===== src/rtl/callret_pkg.sv =====
// Shared types and default sizing for the call/return sequencer.
package callret_pkg;

  typedef enum logic [2:0] {
    IDLE,
    PUSH,
    POP,
    JUMP,
    FAULT
  } state_t;

  localparam int DATA_W_DEF = 16;
  localparam int DEPTH_DEF  = 16;

endpackage


===== src/rtl/depth_counter.sv =====
// Up/down occupancy counter for the return-address stack with full/empty flags.
module depth_counter #(
  parameter int DEPTH = 16,
  parameter int CW    = $clog2(DEPTH) + 1
) (
  input  logic          clk,
  input  logic          rst,
  input  logic          inc,
  input  logic          dec,
  output logic [CW-1:0] count,
  output logic          full,
  output logic          empty
);

  always_ff @(posedge clk) begin
    if (rst) begin
      count <= '0;
    end else begin
      unique case ({inc, dec})
        2'b10:   count <= count + 1'b1;
        2'b01:   count <= count - 1'b1;
        default: count <= count;
      endcase
    end
  end

  assign full  = (count == CW'(DEPTH));
  assign empty = (count == '0);

endmodule


===== src/rtl/call_ret_ctrl.sv =====
// CALL/RET sequencer driving a push/pop return-address stack and the PC load strobe.
// Define CALLRET_FAULT_EN to trap overflow/underflow into a sticky FAULT state.
module call_ret_ctrl
  import callret_pkg::*;
#(
  parameter int DATA_W = DATA_W_DEF,
  parameter int DEPTH  = DEPTH_DEF
) (
  input  logic                     clk,
  input  logic                     rst,
  input  logic                     call,
  input  logic                     ret,
  input  logic [DATA_W-1:0]        target,
  input  logic [DATA_W-1:0]        ret_addr,
  output logic                     busy,
  output logic                     pc_load,
  output logic [DATA_W-1:0]        pc_out,
  output logic                     stack_push,
  output logic                     stack_pop,
  output logic [DATA_W-1:0]        stack_din,
  input  logic [DATA_W-1:0]        stack_dout,
  input  logic                     stack_ack,
  output logic [$clog2(DEPTH):0]   depth,
  output logic                     overflow,
  output logic                     underflow
);

  localparam int CW = $clog2(DEPTH) + 1;

  state_t            state;
  logic [DATA_W-1:0] target_q;
  logic              inc, dec, full, empty;
  logic              ovf_trap, unf_trap;

  assign inc = (state == PUSH) && stack_ack;
  assign dec = (state == POP) && stack_ack;

  depth_counter #(
    .DEPTH (DEPTH),
    .CW    (CW)
  ) u_depth (
    .clk   (clk),
    .rst   (rst),
    .inc   (inc),
    .dec   (dec),
    .count (depth),
    .full  (full),
    .empty (empty)
  );

`ifdef CALLRET_FAULT_EN
  assign ovf_trap = call && full;
  assign unf_trap = ret && !call && empty;

  always_ff @(posedge clk) begin
    if (rst) begin
      overflow  <= 1'b0;
      underflow <= 1'b0;
    end else if (state == IDLE) begin
      overflow  <= overflow | ovf_trap;
      underflow <= underflow | unf_trap;
    end
  end
`else
  logic unused_flags;
  assign unused_flags = full ^ empty;
  assign ovf_trap     = 1'b0;
  assign unf_trap     = 1'b0;
  assign overflow     = 1'b0;
  assign underflow    = 1'b0;
`endif

  always_ff @(posedge clk) begin
    if (rst) begin
      state      <= IDLE;
      busy       <= 1'b0;
      pc_load    <= 1'b0;
      pc_out     <= '0;
      stack_push <= 1'b0;
      stack_pop  <= 1'b0;
      stack_din  <= '0;
      target_q   <= '0;
    end else begin
      unique case (state)
        IDLE: begin
          // call wins over a simultaneous ret; the dropped ret is re-presented by decode
          if (ovf_trap || unf_trap) begin
            state <= FAULT;
            busy  <= 1'b1;
          end else if (call) begin
            target_q   <= target;
            stack_din  <= ret_addr;
            stack_push <= 1'b1;
            busy       <= 1'b1;
            state      <= PUSH;
          end else if (ret) begin
            stack_pop <= 1'b1;
            busy      <= 1'b1;
            state     <= POP;
          end
        end
        PUSH: begin
          if (stack_ack) begin
            stack_push <= 1'b0;
            pc_out     <= target_q;
            pc_load    <= 1'b1;
            state      <= JUMP;
          end
        end
        POP: begin
          if (stack_ack) begin
            stack_pop <= 1'b0;
            pc_out    <= stack_dout;
            pc_load   <= 1'b1;
            state     <= JUMP;
          end
        end
        JUMP: begin
          pc_load <= 1'b0;
          busy    <= 1'b0;
          state   <= IDLE;
        end
        FAULT: begin
          state <= FAULT;
        end
        default: begin
          state <= IDLE;
          busy  <= 1'b0;
        end
      endcase
    end
  end

endmodule

===== config.mk =====
export PLATFORM = sky130hd
export DESIGN_NAME = call_ret_ctrl
export DESIGN_NICKNAME = d
export VERILOG_FILES = /design/src/rtl/callret_pkg.sv /design/src/rtl/depth_counter.sv /design/src/rtl/call_ret_ctrl.sv
export SDC_FILE = /design/constraint.sdc
export NUM_CORES = 1
export LEC_CHECK = 0
export BUFFER_PORTS_ARGS = -buffer_cell sky130_fd_sc_hd__buf_2
export CAP_MARGIN = 20
export CORE_MARGIN = 2
export CORE_UTILIZATION = 53
export DETAILED_ROUTE_END_ITERATION = 10
export HOLD_SLACK_MARGIN = 0.08
export PLACE_DENSITY = 0.85
export SYNTH_ARGS = -nofsm -noshare
export SYNTH_HDL_FRONTEND = slang
export SYNTH_SLANG_ARGS = --single-unit

===== constraint.sdc =====
create_clock -name clk -period 4 [get_ports clk]
set_input_delay 0 -clock clk [delete_from_list [all_inputs] [get_ports clk]]
set_output_delay 0 -clock clk [all_outputs]
set_load 0.02 [all_outputs]

# Word level (Yosys, flattened, before mapping)
# Cells that the tools add are included.
[word_totals] ff_bits=60 elab_cells=60
[op_classes] eq_ne=13 n_addsub=2 mux=18 n_bitwise=1 n_reduce_logical=17
[op_table] operator="$mux 16" n=2
[op_table] operator="$pmux 16 s2" n=1
[op_table] operator="$ne 2x2->1 const B" n=5
[op_table] operator="$pmux 5 s2" n=1
[op_table] operator="$reduce_bool 2->1" n=5
[op_table] operator="$mux 3" n=3
[op_table] operator="$pmux 3 s3" n=1
[op_table] operator="$pmux 1 s2" n=4
[op_table] operator="$reduce_and 2->1" n=4
[op_table] operator="$eq 3x2->1 const B" n=2
[op_table] operator="$mux 1" n=6
[op_table] operator="$reduce_and 3->1" n=2
[op_table] operator="$add 5x1->5 const B" n=1
[op_table] operator="$sub 5x1->5 const B" n=1
[op_table] operator="$reduce_and 4->1" n=1
[op_table] operator="$eq 3x1->1 const B" n=1
[op_table] operator="$eq 3x3->1 const B" n=1
[op_table] operator="$logic_not 3->1" n=1
[op_table] operator="$ne 3x3->1 const B" n=1
[op_table] operator="$reduce_or 3->1" n=1
[op_table] operator="$eq 2x1->1 const B" n=1
[op_table] operator="$eq 2x2->1 const B" n=1
[op_table] operator="$logic_and 1x1->1" n=2
[op_table] operator="$ne 2x1->1 const B" n=1
[op_table] operator="2 further kinds" n=2

# Longest topological paths before layout
[logic_depth] depth_word=4 depth_mapped=14

# By module
# From an unflattened synthesis, not the netlist that was laid out.
[hier_totals] hier_cells=329 hier_area_um2=2791.4
[modules_own_cells] mod="call_ret_ctrl" instances=1 seq_area_each_um2=1101.1 area_each_um2=2326.0 cells_per_inst=277
[modules_own_cells] mod="depth_counter" instances=1 seq_area_each_um2=100.1 area_each_um2=465.4 cells_per_inst=52

# Worst setup path before layout
# OpenSTA, ideal clock, no wires.
[synth_path] path_type="reg2reg" startpoint="register state[1]" endpoint="register u_depth.count[4]" arrival_time_ns=2.343 path_slack_ns=1.536 stages_incl_launch_ff=15 period_less_slack_ns=2.464 cell_sequence="dfxtp_1 buf_6 inv_4 nor3_2 buf_6 buf_12 and2_2 ha_1 buf_2 xor2_1 ha_1 nor3_1 o211ai_1 o31ai_1 mux2_2"
[synth_between] elab_chain_len=4 elab_cells_between_ends=8 cone_classes="eq/ne (4); mux (1); reduce/logical (3)"
[synth_lines] element="start: declaration" line="call_ret_ctrl.sv:30" text="state_t state;"
[synth_lines] element="start signal: assignment" line="call_ret_ctrl.sv:75" text="state <= IDLE;"
[synth_lines] element="start signal: assignment" line="call_ret_ctrl.sv:88" text="state <= FAULT;"
[synth_lines] element="start signal: assignment" line="call_ret_ctrl.sv:95" text="state <= PUSH;"
[synth_lines] element="$eq 3x2->1 or $eq 3x1->1 (tied branches)" line="call_ret_ctrl.sv:36, call_ret_ctrl.sv:35"
[synth_lines] element="$logic_and 1x1->1, on equally long branches" line="call_ret_ctrl.sv:36, call_ret_ctrl.sv:35"
[synth_lines] element="$eq 2x1->1 or $eq 2x2->1 (tied branches)" line="depth_counter.sv:19" text="unique case ({inc, dec})"
[synth_lines] element="$pmux 5 s2 or $reduce_bool 2->1 (tied branches)"
[synth_lines] element="end signal: assignment" line="depth_counter.sv:20" text="2'b10: count <= count + 1'b1;"
[synth_lines] element="end signal: assignment" line="depth_counter.sv:21" text="2'b01: count <= count - 1'b1;"
[synth_lines] element="end signal: assignment" line="depth_counter.sv:22" text="default: count <= count;"
[synth_lines] element="end: declaration" line="depth_counter.sv:10" text="output logic [CW-1:0] count,"
# Several ways; a longest one is shown, not always the timed one.
# A chain may end at the register's enable or synchronous reset.

# Worst setup path after layout
# Ends and elaborated chain as after synthesis.

==> results.md <==
* Top FF cell, synth: dfxtp_1
* Worst Hold Depth at 4
* Layout area overhead at 51.1%
* Maximum clock frequency at 354 MHz
* TritonRoute pass-1 iters at 4
* Reg2reg setup slack at 1170 ps
* Detailed Place HPWL at 4.14 mm
* Area leader, netlist: dfxtp_1
* Initial drt markers at 195
* Final Slew Violations at 0
* Max H-tree Level at 3
* Port bufs at 93
* ANT cells at 0
* Fin. Hold Viols at 0
* Status: completed
* Die area at 0.00547 mm²
* Crit Path Class: register to register
* R2r worst-path depth at 10
* Worst EP required at 4220 ps
* GRT Util Overall at 28.6%
* Floorplan row count at 25
* Setup TNS at 0 ps
* Die span in y at 74.0 µm
* Mapped Cells at 300
* Core region area at 0.00472 mm²
* First-pass GRT wire length at 11.7 mm
* Largest net degree at the start of global routing at 45
* Clock skew at 12.6 ps
* Placer's final routability congestion estimate at 0.894
* CTS Sinks at 60
* GRT overflow at 0
* Flops & latches, synth at 60
* Hold Path End: busy
* Reg2reg start: state[1]
* Layout fillers at 291
* Via count at 2,695
* Antenna violations before repair at 0
* Critical Path End Type: register
* Multi-input logic area at 0.00123 mm²
* Initial Util at 54.9%
* Lkg Pwr at 1.73 nW
* Non-filler cells in the finished layout at 517
* Hold WC Path Type: primary input to register
* Final Core Density at 83.0%
* Post-CTS setup buffers at 0
* Slew headroom at 56.1%
* Post-synth EDFFs at 0
* Max VDD drop at 0.256 mV
* Yosys top cell area share at 46.3%
* CTS tree: yes
* Vias in the first global route at 2,641
* RSZ-0062 raised after global routing: no
* Clk slew on worst S/H paths at 60 ps
* Residual DRC at 0
* Reg2reg end: u_depth.count[4]
* CTS Buffer Depth at 2
* Yosys warnings at 0
* Pwr Density at 437 mW/mm²
* Worst setup SP type: register
* Final Critical Period at 2830 ps
* Inserted Clock Buffers at 9
* Most frequently used cell type in the post-synthesis netlist: nand2_1
* Share of cells above drive strength 1 at 28.4%
* Root buf cell: clkbuf_8
* Number of routed nets with antenna violations at 0
* Nets at 503
* Hold_sp: ret
* Vias/cell at 5.21
* Latest clock arrival within the worst-skew pair at 350 ps
* Tcrit/Tclk final at 70.7%
* Reg area at 0.00120 mm²
* Crit path max fanout at 17
* Total of cells resized after clock tree synthesis at 0
* Cell area after synthesis at 0.00259 mm²
* Leading post-synthesis cells by cell area: dfxtp_1 46%, nand2_1 10%, a21oi_1 7.5%
* Commonest cells post-synth: 69 x nand2_1, 60 x dfxtp_1, 39 x a21oi_1
* # IOs at 96
* Post-synth ARST share at 0%
* Placed cell count at 440
* Synth Area per Inst at 8.65 µm²
* Worst-margin pin slew at 659 ps
* Register area share after synthesis at 46.3%
* Final setup viols at 0
* Drt wl/cell at 14.8 µm
* Max-Cap Viols at 0
* Drt total wl at 7.63 mm
* Post-synthesis cell type count at 42
* CP Data Arrival Time at 3050 ps
* Die width at 74.0 µm
[critical path, cell delays in order (launching register included)]
cell and delay (ps):
dfxtp_1 520, inv_4 90, nor3_4 110, buf_4 300, and2_2 210, ha_1 350
xor2_1 190, ha_1 220, a31oi_1 110, o31ai_1 240, mux2_2 380
[where the power goes]
group          switching, mW  internal, mW  leakage [nW]
Sequential            0.0361         0.649         0.492
Combinational          0.200         0.160          1.12
Clock                  0.244         0.425         0.122
Total                  0.480          1.23          1.73
[flip-flops by register name (all words and copies together) (netlist names), 3 cells and up]
signal         cells
pc_out            16
u_depth.count      5
target_q          16
stack_din         16
state              3
[cells by family after synthesis]
kind of cell	Yosys count	share of synthesized area (%)
and+or+nand+nor	114	18.7
AOI/OAI and AO/OA	69	17.5
DFF	60	46.3
buffers and inverters	29	6.75
muxes	18	6.99
xor gates and xnor gates	5	1.69
adders and majority gates	4	1.93
other	1	0.145
[worst max-delay path by stage]
stage	start	endpoint	depth (start not counted)
after floorplan	state[1]	u_depth.count[4]	14
after global placement	state[1]	u_depth.count[4]	10
after detailed placement	state[1]	u_depth.count[4]	10
after CTS	state[1]	u_depth.count[4]	10
after global routing	state[1]	u_depth.count[4]	11
final	state[1]	u_depth.count[4]	10
[per-layer routing]
layer,global-route usage (%),part of all wire [%],routed length [µm]
met2,50.9,53,4020
met1,30.8,39,2950
met3,5.56,5.3,408
met5,0,0,0
met4,18.8,3.2,245
[placed cells by master (no fill, tap or decap), drive strengths merged, types with 4 or more instances in the layout]
| master | count |
|---|---|
| o21ai | 5 |
| ha | 4 |
| mux2i | 17 |
| nand2 | 69 |
| a21oi | 39 |
| nor2 | 27 |
| dlygate4sd3 | 62 |
| clkbuf | 10 |
| dfxtp | 60 |
| xor2 | 4 |
| nor3 | 6 |
| a211oi | 16 |
| buf | 98 |
[metrics by stage]
| step | setup slack [ps] | power, mW | hold slack [ps] | cell area, µm² |
|---|---|---|---|---|
| after detailed placement | 1180 | 0.996 | 244 | 3060 |
| after CTS | 1150 | 1.70 | 87.9 | 3920 |
| final | 1170 | 1.71 | 98.8 | 3920 |
| after floorplan | 1540 | 0.906 | 136 | 2600 |
| after global routing | 1000 | 1.78 | 121 | 3920 |
| after global placement | 1320 | 0.979 | 240 | 3020 |
[cell type report]
cell class | count | area share [%]
multi-input cells | 212 | 31.3
flip-flops and latches | 60 | 30.6
inverters | 3 | 0.351
clock buffers | 10 | 3.51
well taps | 67 | 2.14
repair buffers | 160 | 29.5
clock inverters | 5 | 2.55
[what timing repair did]
| item | CTS | global route |
|---|---|---|
| hold endpoints to repair | 52 | 0 |
| endpoints found under the setup margin | 0 | 0 |
| hold buffers | 62 | 0 |
No activity file was read; power rests on OpenSTA's default activity.
